File: config.mk
export PLATFORM = sky130hd
export DESIGN_NAME = crc_serial_engine
export DESIGN_NICKNAME = d
export VERILOG_FILES = /design/src/rtl/crc_serial_engine.sv
export SDC_FILE = /design/constraint.sdc
export NUM_CORES = 1
export LEC_CHECK = 0
export BUFFER_PORTS_ARGS = -buffer_cell sky130_fd_sc_hd__buf_4
export CAP_MARGIN = 20
export CORE_UTILIZATION = 30
export DETAILED_ROUTE_END_ITERATION = 10
export PLACE_DENSITY = 0.47
export RECOVER_POWER = 50
export SYNTH_ARGS = -nofsm -noshare
export SYNTH_HDL_FRONTEND = slang
export SYNTH_SLANG_ARGS = --single-unit
File: constraint.sdc
create_clock -name clock -period 2.2 [get_ports clock]
set_clock_uncertainty 0.2 [all_clocks]
set_input_delay 0.44 -clock clock [delete_from_list [all_inputs] [get_ports clock]]
set_output_delay 0.44 -clock clock [all_outputs]
set_load 0.01 [all_outputs]
File: src/rtl/crc_serial_engine.sv
// Bit-serial CRC generator/checker: one message bit per accepted clock, MSB first.
// Produces the final CRC (with output XOR) and a zero-residue flag once per frame.
module crc_serial_engine #(
    parameter int                 CRC_W   = 16,
    parameter logic [CRC_W-1:0]   POLY    = 16'h8005,
    parameter logic [CRC_W-1:0]   INIT    = 16'h0000,
    parameter logic [CRC_W-1:0]   XOR_OUT = 16'h0000,
    parameter int                 N_BITS  = 32
) (
    input  logic             clock,
    input  logic             reset,
    input  logic             start,
    input  logic             data,
    input  logic             data_valid,
    output logic             busy,
    output logic             done,
    output logic [CRC_W-1:0] r,
    output logic             crc_ok
);

    localparam int CNT_W = $clog2(N_BITS + 1);

    localparam logic [1:0] S_IDLE  = 2'd0;
    localparam logic [1:0] S_SHIFT = 2'd1;
    localparam logic [1:0] S_DONE  = 2'd2;

    logic [1:0]       state_q, state_d;
    logic [CRC_W-1:0] crc_q,   crc_d;
    logic [CNT_W-1:0] cnt_q,   cnt_d;
    logic [CRC_W-1:0] r_q,     r_d;
    logic             ok_q,    ok_d;

    logic [CRC_W-1:0] crc_next;
    logic [CNT_W-1:0] cnt_inc;
    logic             last_bit;

    // One LFSR step: the feedback bit is the outgoing MSB combined with the message bit.
    function automatic logic [CRC_W-1:0] crc_step(input logic [CRC_W-1:0] crc,
                                                  input logic             bit_in);
        logic fb;
        fb = crc[CRC_W-1] ^ bit_in;
        return {crc[CRC_W-2:0], 1'b0} ^ (fb ? POLY : {CRC_W{1'b0}});
    endfunction

    assign crc_next = crc_step(crc_q, data);
    assign cnt_inc  = cnt_q + CNT_W'(1);
    assign last_bit = (cnt_inc == CNT_W'(N_BITS));

    always_comb begin
        state_d = state_q;
        crc_d   = crc_q;
        cnt_d   = cnt_q;
        r_d     = r_q;
        ok_d    = ok_q;
        if (start) begin
            // A start always wins, even over a bit presented in the same cycle.
            state_d = S_SHIFT;
            crc_d   = INIT;
            cnt_d   = '0;
            r_d     = '0;
            ok_d    = 1'b0;
        end else begin
            case (state_q)
                S_SHIFT: begin
                    if (data_valid) begin
                        crc_d = crc_next;
                        cnt_d = cnt_inc;
                        if (last_bit) begin
                            state_d = S_DONE;
                            r_d     = crc_next ^ XOR_OUT;
                            ok_d    = (crc_next == '0);
                        end
                    end
                end
                S_DONE:  state_d = S_IDLE;
                S_IDLE:  state_d = S_IDLE;
                default: state_d = S_IDLE;
            endcase
        end
    end

    always_ff @(posedge clock) begin
        if (reset) begin
            state_q <= S_IDLE;
            crc_q   <= '0;
            cnt_q   <= '0;
            r_q     <= '0;
            ok_q    <= 1'b0;
        end else begin
            state_q <= state_d;
            crc_q   <= crc_d;
            cnt_q   <= cnt_d;
            r_q     <= r_d;
            ok_q    <= ok_d;
        end
    end

    // DONE lasts exactly one cycle, so the pulse is decoded straight from the state.
    assign busy   = (state_q == S_SHIFT);
    assign done   = (state_q == S_DONE);
    assign r      = r_q;
    assign crc_ok = ok_q;

endmodule

==> impl_metrics.env <==
export IMPL_syn_to_final_growth_pct=15.94
export IMPL_cpMaxStageDelayCell="or3_4"
export IMPL_grt_max_degree=34
export IMPL_cpPeakStageDelay_ps=410
export IMPL_antenna_found_initial=0
export IMPL_drtIter0Drc=66
export IMPL_layout_commonest_cell="nand2_1"
export IMPL_syn_inst=198
export IMPL_finalWirelength_um=3527
export IMPL_numCtsBuffers=5
export IMPL_setup_viol=0
export IMPL_p_leak_nw=0.7464
export IMPL_core_um2=5507
export IMPL_rows=27
export IMPL_ys_seq_area_share_pct=47.74
export IMPL_tns_ps=0
export IMPL_grt_util_all_layers_pct=13.25
export IMPL_p_per_area_nw_per_um2=704.6
export IMPL_nets=228
export IMPL_place_congestion=0.7364
export IMPL_hpwl_um=2299
export IMPL_ant_nets=0
export IMPL_grt_ovfl_total=0
export IMPL_worst_slew_pin_slew_ps=553.8
export IMPL_dieHeight_um=77.70
export IMPL_clk_pin_slew_worst_paths_ps=80
export IMPL_wire_per_inst_um=12.04
export IMPL_viasPerCell=4.693
export IMPL_drv_cap=0
export IMPL_cp_data_arrival_time_ps=2040
export IMPL_critPathLaunchType="flip-flop"
export IMPL_ir_worst_vdd_v=0.0002258
export IMPL_synth_yosys_warnings=0
export IMPL_io_buffer_count=23
export IMPL_htree_levels=2
export IMPL_drive_gt1_share_pct=9.502
export IMPL_ioPinCount=24
export IMPL_setup_ws_ps=149.6
export IMPL_crit_fanout=11
export IMPL_vias=1375
export IMPL_fmax_mhz=487.7
export IMPL_syn_area_um2=1719
export IMPL_cts_root_buf="clkbuf_8"
export IMPL_avgSynthCellArea_um2=8.683
export IMPL_drc_errors=0
export IMPL_slew_headroom_pct=63.08
export IMPL_post_place_ws_ps=105.5
export IMPL_initial_core_util_pct=31.22
export IMPL_final_max_slew_viol_count=0
export IMPL_grt_pass1_wl_um=6099
export IMPL_hold_buffers=0
export IMPL_status="complete, no violations"
export IMPL_worstSetupPathType="flip-flop to flip-flop"
export IMPL_fin_crit_ps=2050
export IMPL_grt_pass1_vias=1299
export IMPL_rsz0062_at_grt="no"
export IMPL_synth_cell_type_count=31
export IMPL_cp_end_kind="flip-flop"
export IMPL_drt_first_pass_iters=4
export IMPL_dieArea_um2=6037
export IMPL_final_cell_mix="nand2_1 (59), dfxtp_1 (41), clkbuf_1 (19)"
export IMPL_min_path_type="input port to flip-flop"
export IMPL_finalHoldViolCount=0
export IMPL_fin_crit_sh_pct=93.20
export IMPL_synth_nets=205
export IMPL_total_power_mw=1.404
export IMPL_finish_utilization_pct=36.20
export IMPL_cts_setup_buffers=0
export IMPL_clk_latency_ps=300
export IMPL_cts_tree="done"
export IMPL_diodes=0
export IMPL_required_ps=2190
export IMPL_cp_cell_sequence="ha_1 -> nor4b_2 -> a41oi_1 -> or3_4 -> buf_4 -> mux2i_1"
export IMPL_clockBufferDepth=2
export IMPL_cts_sinks=41
export IMPL_ys_seq_elements=41
export IMPL_die_x_um=77.70
==> registers in the layout, indices dropped and copies added (netlist names) <==
register	count
crc_q	16
cnt_q	6
state_q	2
crc_ok	1
r	16
==> report_power, final <==
group / total (mW) / leakage (nW) / internal, mW / switching (mW)
combinational: 0.0616 / 0.362 / 0.0201 / 0.0415
clock: 0.595 / 0.0540 / 0.330 / 0.265
sequential: 0.747 / 0.331 / 0.744 / 0.00296
total: 1.40 / 0.746 / 1.09 / 0.310
==> per-layer routing <==
metal  track usage, %  part of all wire [%]  up-vias  routed length (um)
li1                 -                     -      714                   -
met1            16.73                    50      640                1773
met2            20.27                    44       16                1556
met3            4.000                   3.3        5                 118
met4            6.792                   2.2        0                  78
met5                0                     0        -                   0
==> path summary, 6_finish.rpt <==
path,startpoint,slack (ps),depth (start not counted),endpoint
setup / recovery,cnt_q[0]$_SDFFE_PP0P_,150,6,r[10]$_SDFFE_PP0P_
hold / removal,reset,120,2,state_q[0]$_SDFFE_PP0P_
setup reg to reg,cnt_q[0]$_SDFFE_PP0P_,150,6,r[10]$_SDFFE_PP0P_
hold reg to reg,r[13]$_SDFFE_PP0P_,260,2,r[13]$_SDFFE_PP0P_
==> synthesized netlist by cell type <==
library cell   n  area, um2
xor2_1         4      35.03
a2bb2oi_1      1      8.760
a211oi_1       1      7.510
o31ai_1        2      15.01
a41oi_1        1      8.760
nor2_1         9      33.78
ha_1           2      25.02
and3_1         2      12.51
nor4b_1        1      8.760
nand3_1        1      5.000
buf_8          1      15.01
nor2b_1        3      18.77
nand2_1       59      221.5
or3_1          3      18.77
and3b_1        1      8.760
or2_2          1      6.260
a21oi_1       16      80.08
buf_4          1      7.510
dfxtp_1       41      820.8
o311ai_0       2      17.52
nor3_1         2      10.01
clkbuf_1      10      37.54
o21a_1         1      7.510
mux2i_1       15      150.1
nand4_1        4      25.02
buf_6          1      11.26
xnor2_1        6      52.55
nor4b_2        1      15.01
nor4_1         3      18.77
o21ai_0        2      10.01
and2_1         1      6.260
==> critical path: cells and delay by family, from the launching register on <==
family / cells / cell delay, ps
and+or+nand+nor: 2 / 630
DFF: 1 / 370
adders and majority gates: 1 / 270
buffers and inverters: 1 / 220
muxes: 1 / 130
AOI/OAI and AO/OA: 1 / 120
==> through the flow <==
step | cells | instance area [um2] | hold slack, ps
after floorplan | 198 | 1719 | 253.2
after global placement | 286 | 1958 | 246.8
after detailed placement | 286 | 1958 | 253.0
after CTS | 293 | 2062 | 111.4
after global routing | 293 | 1993 | 113.6
final | 293 | 1993 | 123.4
==> cell families (layout without fill, tap and decap cells) <==
logic type	count (synthesis)	after routing	synth area share (%)
muxes	15	15	8.733
xor gates and xnor gates	10	10	5.094
buffers and inverters	13	36	4.149
and+or+nand+nor	91	91	23.80
adders and majority gates	2	2	1.455
DFF	41	41	47.74
AOI/OAI and AO/OA	26	26	9.025
==> cell type report <==
cell class,instances,area [um2]
Timing Repair Buffer,29,143.9
Clock buffer,5,68.82
Clock inverter,2,35.03
Fill cell,604,3513
Multi-Input combinational cell,144,834.6
Sequential cell,41,820.8
Tap cell,72,90.09
==> what timing repair did <==
action / CTS / global route
hold endpoints to repair: 0 / 0
gates resized for setup: 0 / 1
setup endpoints to repair: 0 / 11
No activity file was read; power rests on OpenSTA's default activity.
